<file path="src/rtl/alu_seq_if.sv">
// Command/result bus of the sequential slice ALU driver: command fields in,
// status and registered wide result/flags out.
interface alu_seq_if #(
  parameter int NIBBLES = 4
);
  localparam int W = 4 * NIBBLES;

  logic         start;
  logic [2:0]   op;
  logic [W-1:0] a_in;
  logic [W-1:0] b_in;
  logic         cin;
  logic         acc;
  logic         busy;
  logic         done;
  logic [W-1:0] result;
  logic         carry;
  logic         zero;
  logic         sign;

  modport master (
    output start, op, a_in, b_in, cin, acc,
    input  busy, done, result, carry, zero, sign
  );

  modport slave (
    input  start, op, a_in, b_in, cin, acc,
    output busy, done, result, carry, zero, sign
  );
endinterface

</file>
<file path="src/rtl/alu_seq.sv">
// Runs a W-bit operation through an external 4-bit ALU one slice per cycle.
// Define ALU_SEQ_ACC_EN to let acc=1 take operand A from the result register.
module alu_seq #(
  parameter int NIBBLES = 4
) (
  input  logic        clk,
  input  logic        rst_n,
  alu_seq_if.slave    bus,
  output logic [3:0]  alu_a,
  output logic [3:0]  alu_b,
  output logic        alu_cin,
  output logic        alu_l,
  output logic [1:0]  alu_op,
  input  logic [3:0]  alu_r,
  input  logic        alu_cout,
  input  logic        alu_zero,
  input  logic        alu_sign
);
  localparam int W     = 4 * NIBBLES;
  localparam int IDX_W = (NIBBLES > 1) ? $clog2(NIBBLES) : 1;
  localparam logic [IDX_W-1:0] LAST = IDX_W'(NIBBLES - 1);

  // busy is state_q[1] and done is state_q[0]; 2'b01 is never entered.
  typedef enum logic [1:0] {
    IDLE = 2'b00,
    RUN  = 2'b10,
    DONE = 2'b11
  } state_e;

  state_e           state_q, state_d;
  logic [IDX_W-1:0] idx_q, idx_d;
  logic [2:0]       op_q, op_d;
  logic [W-1:0]     a_q, a_d;
  logic [W-1:0]     b_q, b_d;
  logic             cin_q, cin_d;
  logic [W-1:0]     shadow_q, shadow_d;
  logic             chain_q, chain_d;
  logic             zacc_q, zacc_d;
  logic [W-1:0]     result_q, result_d;
  logic             carry_q, carry_d;
  logic             zero_q, zero_d;
  logic             sign_q, sign_d;
  logic [W-1:0]     a_src;

`ifdef ALU_SEQ_ACC_EN
  assign a_src = bus.acc ? result_q : bus.a_in;
`else
  logic unused_acc;
  assign unused_acc = bus.acc;
  assign a_src      = bus.a_in;
`endif

  always_comb begin
    // NOTE: every variable gets a default before the case so no path infers a latch.
    state_d  = state_q;
    idx_d    = idx_q;
    op_d     = op_q;
    a_d      = a_q;
    b_d      = b_q;
    cin_d    = cin_q;
    shadow_d = shadow_q;
    chain_d  = chain_q;
    zacc_d   = zacc_q;
    result_d = result_q;
    carry_d  = carry_q;
    zero_d   = zero_q;
    sign_d   = sign_q;
    alu_a    = '0;
    alu_b    = '0;
    alu_cin  = 1'b0;
    alu_l    = 1'b0;
    alu_op   = 2'b00;

    unique case (state_q)
      IDLE: begin
        if (bus.start) begin
          state_d = RUN;
          idx_d   = '0;
          op_d    = bus.op;
          a_d     = a_src;
          b_d     = bus.b_in;
          cin_d   = bus.cin;
          zacc_d  = 1'b1;
        end
      end
      RUN: begin
        alu_a   = a_q[4*idx_q +: 4];
        alu_b   = b_q[4*idx_q +: 4];
        alu_op  = op_q[1:0];
        alu_l   = op_q[2];
        // Logic ops never carry; arithmetic ripples the previous slice's carry-out.
        alu_cin = op_q[2] ? 1'b0 : ((idx_q == '0) ? cin_q : chain_q);

        shadow_d[4*idx_q +: 4] = alu_r;
        chain_d = alu_cout;
        zacc_d  = zacc_q & alu_zero;
        idx_d   = idx_q + 1'b1;

        if (idx_q == LAST) begin
          state_d  = DONE;
          idx_d    = '0;
          result_d = shadow_d;
          carry_d  = op_q[2] ? 1'b0 : alu_cout;
          zero_d   = zacc_d;
          sign_d   = alu_sign;
        end
      end
      DONE:    state_d = IDLE;
      default: state_d = IDLE;
    endcase
  end

  // NOTE: non-blocking assignments here so all registers update from pre-edge values.
  always_ff @(posedge clk or negedge rst_n) begin
    if (!rst_n) begin
      state_q  <= IDLE;
      idx_q    <= '0;
      op_q     <= '0;
      a_q      <= '0;
      b_q      <= '0;
      cin_q    <= 1'b0;
      shadow_q <= '0;
      chain_q  <= 1'b0;
      zacc_q   <= 1'b0;
      result_q <= '0;
      carry_q  <= 1'b0;
      zero_q   <= 1'b0;
      sign_q   <= 1'b0;
    end else begin
      state_q  <= state_d;
      idx_q    <= idx_d;
      op_q     <= op_d;
      a_q      <= a_d;
      b_q      <= b_d;
      cin_q    <= cin_d;
      shadow_q <= shadow_d;
      chain_q  <= chain_d;
      zacc_q   <= zacc_d;
      result_q <= result_d;
      carry_q  <= carry_d;
      zero_q   <= zero_d;
      sign_q   <= sign_d;
    end
  end

  assign bus.busy   = state_q[1];
  assign bus.done   = state_q[0];
  assign bus.result = result_q;
  assign bus.carry  = carry_q;
  assign bus.zero   = zero_q;
  assign bus.sign   = sign_q;
endmodule

</file>
<file path="src/flat_wrapper.sv">
// flat-port wrapper written by rule: the top's interface ports become plain ports
module alu_seq_flat 
#(
  parameter int NIBBLES = 4
)
  (clk, rst_n, alu_a, alu_b, alu_cin, alu_l, alu_op, alu_r, alu_cout, alu_zero, alu_sign, bus_start, bus_op, bus_a_in, bus_b_in, bus_cin, bus_acc, bus_busy, bus_done, bus_result, bus_carry, bus_zero, bus_sign);
  alu_seq_if #(.NIBBLES(NIBBLES)) bus_i ();
  input  logic clk;
  input  logic rst_n;
  output logic [3:0] alu_a;
  output logic [3:0] alu_b;
  output logic alu_cin;
  output logic alu_l;
  output logic [1:0] alu_op;
  input  logic [3:0] alu_r;
  input  logic alu_cout;
  input  logic alu_zero;
  input  logic alu_sign;
  input wire logic [$bits(bus_i.start)-1:0] bus_start;
  input wire logic [$bits(bus_i.op)-1:0] bus_op;
  input wire logic [$bits(bus_i.a_in)-1:0] bus_a_in;
  input wire logic [$bits(bus_i.b_in)-1:0] bus_b_in;
  input wire logic [$bits(bus_i.cin)-1:0] bus_cin;
  input wire logic [$bits(bus_i.acc)-1:0] bus_acc;
  output wire logic [$bits(bus_i.busy)-1:0] bus_busy;
  output wire logic [$bits(bus_i.done)-1:0] bus_done;
  output wire logic [$bits(bus_i.result)-1:0] bus_result;
  output wire logic [$bits(bus_i.carry)-1:0] bus_carry;
  output wire logic [$bits(bus_i.zero)-1:0] bus_zero;
  output wire logic [$bits(bus_i.sign)-1:0] bus_sign;
  assign bus_i.start = bus_start;
  assign bus_i.op = bus_op;
  assign bus_i.a_in = bus_a_in;
  assign bus_i.b_in = bus_b_in;
  assign bus_i.cin = bus_cin;
  assign bus_i.acc = bus_acc;
  assign bus_busy = bus_i.busy;
  assign bus_done = bus_i.done;
  assign bus_result = bus_i.result;
  assign bus_carry = bus_i.carry;
  assign bus_zero = bus_i.zero;
  assign bus_sign = bus_i.sign;
  alu_seq #(.NIBBLES(NIBBLES)) u_core (.clk(clk), .rst_n(rst_n), .bus(bus_i), .alu_a(alu_a), .alu_b(alu_b), .alu_cin(alu_cin), .alu_l(alu_l), .alu_op(alu_op), .alu_r(alu_r), .alu_cout(alu_cout), .alu_zero(alu_zero), .alu_sign(alu_sign));
endmodule
</file>
<file path="config.mk">
export PLATFORM = sky130hd
export DESIGN_NAME = alu_seq_flat
export DESIGN_NICKNAME = d
export VERILOG_FILES = /design/src/rtl/alu_seq_if.sv /design/src/rtl/alu_seq.sv /design/src/flat_wrapper.sv
export SDC_FILE = /design/constraint.sdc
export NUM_CORES = 1
export LEC_CHECK = 0
export BUFFER_PORTS_ARGS = -buffer_cell sky130_fd_sc_hd__buf_4
export CELL_PAD_IN_SITES_DETAIL_PLACEMENT = 1
export CELL_PAD_IN_SITES_GLOBAL_PLACEMENT = 1
export CORE_ASPECT_RATIO = 1.25
export CORE_MARGIN = 2
export CORE_UTILIZATION = 46
export CTS_BUF_LIST = sky130_fd_sc_hd__clkbuf_16
export CTS_CLUSTER_SIZE = 14
export DETAILED_ROUTE_END_ITERATION = 8
export GPL_ROUTABILITY_DRIVEN = 0
export MAX_ROUTING_LAYER = met4
export PLACE_DENSITY = 0.91
export SYNTH_ARGS = -nofsm -noshare
export SYNTH_HDL_FRONTEND = slang
export SYNTH_SLANG_ARGS = --single-unit
</file>
<file path="constraint.sdc">
create_clock -name clk -period 4.62 [get_ports clk]
set_input_delay 0.462 -clock clk [delete_from_list [all_inputs] [get_ports clk]]
set_output_delay 0.462 -clock clk [all_outputs]
set_load 0.01 [all_outputs]
</file>
==> results.md, run 1 <==
* Status: completed
* Final clock skew at 3.586 ps
* Num CTS Buffers at 9
* Top Ports at 80
* Post-cts sizing count at 0
* Design area at 4489 µm²
* Synth-to-layout area growth at 25.76%
* Core area at 7445 µm²
* Pre-antenna DRT Iters at 4
* 1st-iter DRT viols at 171
* Distinct cell type count after synthesis at 42
* FILL cells at 773
* Final setup fails at 0
* Antenna Cells at 0
* Hold buffer count at CTS at 0
* Syn Inst Count at 272
* Tmin final at 2791 ps
* Setup TNS at 0 ps
* Final hold violation count at 0
* Worst EP required at 4160 ps
* Syn Area/Cell at 13.12 µm²
* Die ar. at 8485 µm²
* Worst-Skew Late Latency at 330 ps
* Slew @ Worst Pin at 974.7 ps
* Critical path peak fanout at 16
* Placed instance area at 4174 µm²
* Clk slew on worst S/H paths at 60 ps
* RSZ-0062 raised after global routing: false
* ANT nets after route at 0
* Lkg Pwr at 2.074 nW
* Max-Cap Viols at 0
* Vias at 2499
* Fraction of layout cells with a size suffix above 1 at 0.3764
* Crit path DAT at 2330 ps
* Post-synth top area cell: dfrtp_1
* Synthesis-stage register bit count at 77
* Post-placement setup slack at 2100 ps
* Average wire per cell in the routed design at 19.51 µm
* Routed wire length at 8586 µm
* Final Cycle Share at 0.6041
* CP Launch Point: u_core.idx_q[0]$_DFFE_PN0P_
* Die height at 102.5 µm
* Ranking of synthesized cells by area: dfrtp_1, mux2_1, mux4_2, a32o_2, a32o_1
* Post-DP HPWL at 5710 µm
* Slowest stage delay, CP at 890 ps
* Worst Path Buf+Inv at 2
* Post-Syn Area at 3570 µm²
* Post-CTS Setup Repair Bufs at 0
* Antenna violations before repair at 0
* Largest net degree at the start of global routing at 78
* CP top delay family: flip-flops
* Row cnt at 35
* Crit-path cells: inv_2, ha_1, mux2i_1, nor3_1, buf_4
* Vias per cell at 5.680
* CP Capture Type: primary output
* Number of global-route vias before repair at 2798
* Startpoint Class: flip-flop
* Setup ws final at 1829 ps
* CTS H-Tree Depth at 3
* GRT overflow at 0
* Final number of max-transition violations at 0
* CTS max path bufs at 2
* Number of synthesis warnings at 0
* I/O Buffers at 78
* WS Path Type: reg2out
* FF-to-FF Start: u_core.idx_q[0]$_DFFE_PN0P_
* Global-route wire length before repair at 14310 µm
* # nets final at 396
* Clock root buffer: clkbuf_16
* Max Freq at 358.3 MHz
* Gr usage total at 0.2356
* Power Density at 773.5 nW/µm²
* Chip width at 82.79 µm
* Share of the synthesized area in the top cell type at 0.5398
* Hold WC Path Type: in2async
* Slowest CP cell: dfrtp_1
* Maximum vdd ir drop at 0.3902 mV
* Seq/Total Area, Yosys at 0.5398
* Max-slew headroom at 0.3502
* Mapped Nets at 325
* CTS tree: yes
* Number of remaining DRC errors at 0
* Commonest non-fill, non-tap cell in the layout: buf_4
* Commonest cells after routing, fill and taps aside: buf_4, dfrtp_1, mux2_1, nor2_1, a21oi_1
* Initial Utilization at 0.4795
* Sink Count at 77
-- cell type report --
class | count | area (µm²) | area share
Clock buffer | 9 | 225.2 | 0.05017
Inverter | 9 | 33.78 | 0.007525
Timing Repair Buffer | 81 | 608.1 | 0.1355
Clock inverter | 7 | 90.09 | 0.02007
Tap cell | 92 | 115.1 | 0.02564
Multi-Input combinational cell | 165 | 1490 | 0.3319
Sequential cell | 77 | 1927 | 0.4292
-- registers in the layout (all words and copies together), names as in the netlist --
| signal | count |
|---|---|
| u_core.zacc_q | 1 |
| u_core.shadow_q | 16 |
| u_core.bus.result | 16 |
| u_core.chain_q | 1 |
| u_core.b_q | 16 |
| u_core.bus.carry | 1 |
| u_core.bus.sign | 1 |
| u_core.bus.zero | 1 |
| u_core.state_q | 2 |
| u_core.cin_q | 1 |
| u_core.a_q | 16 |
| u_core.idx_q | 2 |
| u_core.op_q | 3 |
-- worst register-to-register path, delay by kind of cell (launching register included) --
| kind | cells | cell delay (ps) |
|---|---|---|
| AND/OR/NAND/NOR | 2 | 640 |
| AO/OA/AOI/OAI | 1 | 180 |
| buffers and inverters | 1 | 230 |
| adder cells (fa/ha/maj) | 1 | 620 |
| flip-flops | 1 | 890 |
-- logic make-up (layout without fill, tap and decap cells) --
group / Yosys count / in the layout / synth area share
AO/OA/AOI/OAI: 49 / 49 / 0.1051
adder cells (fa/ha/maj): 6 / 6 / 0.02103
buffers and inverters: 30 / 106 / 0.04486
flip-flops: 77 / 77 / 0.5398
multiplexers: 46 / 46 / 0.1710
AND/OR/NAND/NOR: 64 / 64 / 0.1181
-- Yosys cell counts, drive strengths merged --
cell / instances
o32a: 1
a21oi: 12
nor2b: 1
mux2i: 1
nand4: 4
nand3b: 1
a32oi: 4
clkbuf: 8
nand2b: 6
nand2: 8
and2: 12
and2b: 4
a32o: 16
o21ai: 8
nor2: 15
dfrtp: 77
o22a: 4
ha: 6
and4bb: 1
a31oi: 4
nor3b: 2
nand3: 1
and3: 1
buf: 13
and4b: 4
mux4: 8
mux2: 37
inv: 9
nor3: 1
nor4bb: 1
and3b: 2
-- layer usage --
metal,vias up,GRT usage,share of wire
met1,1278,0.2783,0.39
met4,0,0.06557,0.0089
met3,8,0.06305,0.061
met2,73,0.3964,0.54
li1,1140,-,-
met5,-,-,0
-- worst paths after layout --
kind | to | slack [ps] | cells after the start
setup / recovery | alu_cin | 1830 | 5
hold / removal | u_core.shadow_q[13]$_DFFE_PN0P_ | 300 | 1
setup reg to reg | u_core.shadow_q[9]$_DFFE_PN0P_ | 2010 | 5
hold reg to reg | u_core.b_q[14]$_DFFE_PN0P_ | 480 | 1
max in group asynchronous | u_core.b_q[13]$_DFFE_PN0P_ | 3700 | 1
min in group clk | u_core.a_q[4]$_DFFE_PN0P_ | 350 | 2
-- report_power, final --
part / switching [mW] / leakage, nW / internal, mW
clock: 0.278 / 0.151 / 0.470
sequential: 0.247 / 0.946 / 1.01
combinational: 0.687 / 0.977 / 0.779
-- metrics by stage --
step | hold WS (ps) | util | instances | power (mW)
global route | 343.9 | 0.6030 | 440 | 3.712
global placement | 459.9 | 0.5607 | 424 | 2.620
CTS | 338.2 | 0.6030 | 440 | 3.517
detailed placement | 470.4 | 0.5607 | 424 | 2.729
finish | 299.2 | 0.6030 | 440 | 3.472
floorplan | 166.4 | - | 272 | 2.170
(Power assumes the default switching activity.)
==> inputs of run 2 (changes only) <==
--- a/config.mk
+++ b/config.mk
@@ -10,13 +10,13 @@
 export CELL_PAD_IN_SITES_GLOBAL_PLACEMENT = 1
 export CORE_ASPECT_RATIO = 1.25
 export CORE_MARGIN = 2
-export CORE_UTILIZATION = 46
+export CORE_UTILIZATION = 43
 export CTS_BUF_LIST = sky130_fd_sc_hd__clkbuf_16
 export CTS_CLUSTER_SIZE = 14
 export DETAILED_ROUTE_END_ITERATION = 8
 export GPL_ROUTABILITY_DRIVEN = 0
 export MAX_ROUTING_LAYER = met4
-export PLACE_DENSITY = 0.91
+export PLACE_DENSITY = 0.86
 export SYNTH_ARGS = -nofsm -noshare
 export SYNTH_HDL_FRONTEND = slang
 export SYNTH_SLANG_ARGS = --single-unit
==> constraint.sdc (replaced) <==
create_clock -name clk -period 2.6 [get_ports clk]
set_input_delay 0.26 -clock clk [delete_from_list [all_inputs] [get_ports clk]]
set_output_delay 0.26 -clock clk [all_outputs]
set_load 0.01 [all_outputs]
==> run 2 against run 1 <==
Net effect: worst hold slack got worse by 230 ps; clock skew increased by 1.4 ps; via count increased by 1.5%; core utilization decreased by 4.2 points; cell count increased by 2.0%; routed wire length decreased by 0.21%; global-route usage decreased by 2.6 points; critical path type unchanged; largest cell class unchanged.
==> results.md, run 2 (synthesis results as in run 1) <==
* Fraction of layout cells with a size suffix above 1 at 0.3835 (+0.007086)
* Final clock skew at 4.974 ps (+1.387 ps)
* Status: completed
* # nets final at 400 (+1.0%)
* Post-cts sizing count at 0 (unchanged)
* Max Freq at 468.7 MHz
* 1st-iter DRT viols at 115 (-33%)
* Maximum vdd ir drop at 0.6216 mV (+59%)
* Post-DP HPWL at 5785 µm (+1.3%)
* Tmin final at 2134 ps
* Total power at 6.396 mW (+84%)
* Clock root buffer: clkbuf_16
* Row cnt at 37 (+5.7%)
* ANT nets after route at 0 (unchanged)
* Startpoint Class: flip-flop
* Number of global-route vias before repair at 2822 (+0.86%)
* Initial Utilization at 0.4381 (-0.04138)
* Top Ports at 80 (unchanged)
* Power Density at 1399 nW/µm² (+81%)
* Vias at 2537 (+1.5%)
* Max-slew headroom at 0.3536 (+0.003368)
* RSZ-0062 raised after global routing: false
* Die height at 105.9 µm (+3.3%)
* Worst EP required at 2340 ps (-1820 ps)
* Die ar. at 9051 µm² (+6.7%)
* Critical path peak fanout at 15 (-1)
* Vias per cell at 5.650 (-0.51%)
* R2r setup slk at 720 ps (-1290 ps)
* Hold WC Path Type: in2async
* Synth-to-layout area growth at 28.11%
* Pre-antenna DRT Iters at 4 (unchanged)
* CTS max path bufs at 2 (unchanged)
* GRT overflow at 0 (unchanged)
* Sink Count at 77 (unchanged)
* Setup TNS at 0 ps (unchanged)
* Num CTS Buffers at 9 (unchanged)
* Hold WS at 70.73 ps (-228.5 ps)
* Post-CTS Setup Repair Bufs at 0 (unchanged)
* Commonest cells after routing, fill and taps aside: buf_4, dfrtp_1, mux2_1, nor2_1, a21oi_1
* WS Path Type: reg2out
* Antenna Cells at 0 (unchanged)
* Worst-Skew Late Latency at 330 ps (about the same)
* Final number of max-transition violations at 0 (unchanged)
* Core area at 8148 µm² (+9.4%)
* Antenna violations before repair at 0 (unchanged)
* Gr usage total at 0.2100 (-0.02563)
* Final setup fails at 0 (unchanged)
* Average wire per cell in the routed design at 19.08 µm (-2.2%)
* Chip width at 85.50 µm (+3.3%)
* Clk slew on worst S/H paths at 60 ps (about the same)
* Global-route wire length before repair at 14370 µm (+0.38%)
* I/O Buffers at 78 (unchanged)
* CTS tree: yes
* Setup ws final at 466.2 ps (-1363 ps)
* Final Cycle Share at 0.8207
* Hold buffer count at CTS at 0 (unchanged)
* Routed wire length at 8568 µm (-0.21%)
* Inst Count DP at 433 (+2.1%)
* Lkg Pwr at 2.117 nW (+2.1%)
* CTS H-Tree Depth at 3 (unchanged)
* Post-placement setup slack at 793.3 ps (-1307 ps)
* Crit path DAT at 1870 ps (-460 ps)
* Commonest non-fill, non-tap cell in the layout: buf_4
* Slew @ Worst Pin at 969.6 ps (-5.051 ps)
* Final cell count without fillers at 449 (+2.0%)
* Largest net degree at the start of global routing at 78 (unchanged)
* CP Capture Type: primary output
* Number of remaining DRC errors at 0 (unchanged)
* Max-Cap Viols at 0 (unchanged)
* Final hold violation count at 0 (unchanged)
run 2: cell count changes in the layout (fill, tap and decap cells not counted), sizes merged:
cell	before	now
clkinvlp	2	1
buf	81	85
bufinv	2	4
clkinv	3	2
run 2: critical path, cell delays in order, from the launching register on:
cell and delay, ps:
dfrtp_1 370, buf_4 280, mux4_1 570, and2_1 170
buf_4 140
run 2: path summary, 6_finish.rpt:
path                                        startpoint                                end  depth (start not counted)
min in group clk                          bus_a_in[14]         u_core.a_q[14]$_DFFE_PN0P_                          2
max reg2reg                u_core.idx_q[0]$_DFFE_PN0P_     u_core.shadow_q[8]$_DFFE_PN0P_                          5
min reg2reg                 u_core.a_q[10]$_DFFE_PN0P_         u_core.a_q[10]$_DFFE_PN0P_                          1
max                        u_core.idx_q[0]$_DFFE_PN0P_                           alu_a[3]                          4
max in group asynchronous                        rst_n   u_core.bus.result[8]$_DFFE_PN0P_                          1
min                                              rst_n  u_core.bus.result[12]$_DFFE_PN0P_                          1
run 2: power breakdown:
group | internal, mW | switching, mW
combinational | 1.42 | 1.31
sequential | 1.80 | 0.338
clock | 1.03 | 0.490
run 2: through the flow:
step / utilization / area (µm²)
2_1_floorplan: - / 3570
3_3_place_gp: 0.5167 / 4210
3_5_place_dp: 0.5167 / 4210
4_1_cts: 0.5613 / 4573
5_1_grt: 0.5613 / 4573
6_report: 0.5613 / 4573
run 2: layer usage:
metal,track usage,vias up,share of wire
li1,-,1148,-
met4,0.04535,0,0.0079
met1,0.2472,1318,0.41
met5,-,-,0
met2,0.3566,63,0.53
met3,0.06186,8,0.055
run 2: cell type report:
cell class | count | area (µm²)
inverter | 9 | 33.78
clock buffer | 9 | 225.2
tap | 97 | 121.4
multi-input combinational | 165 | 1490
clock inverter | 7 | 137.6
timing repair buffer | 85 | 638.1
sequential | 77 | 1927
fill | 838 | 3575
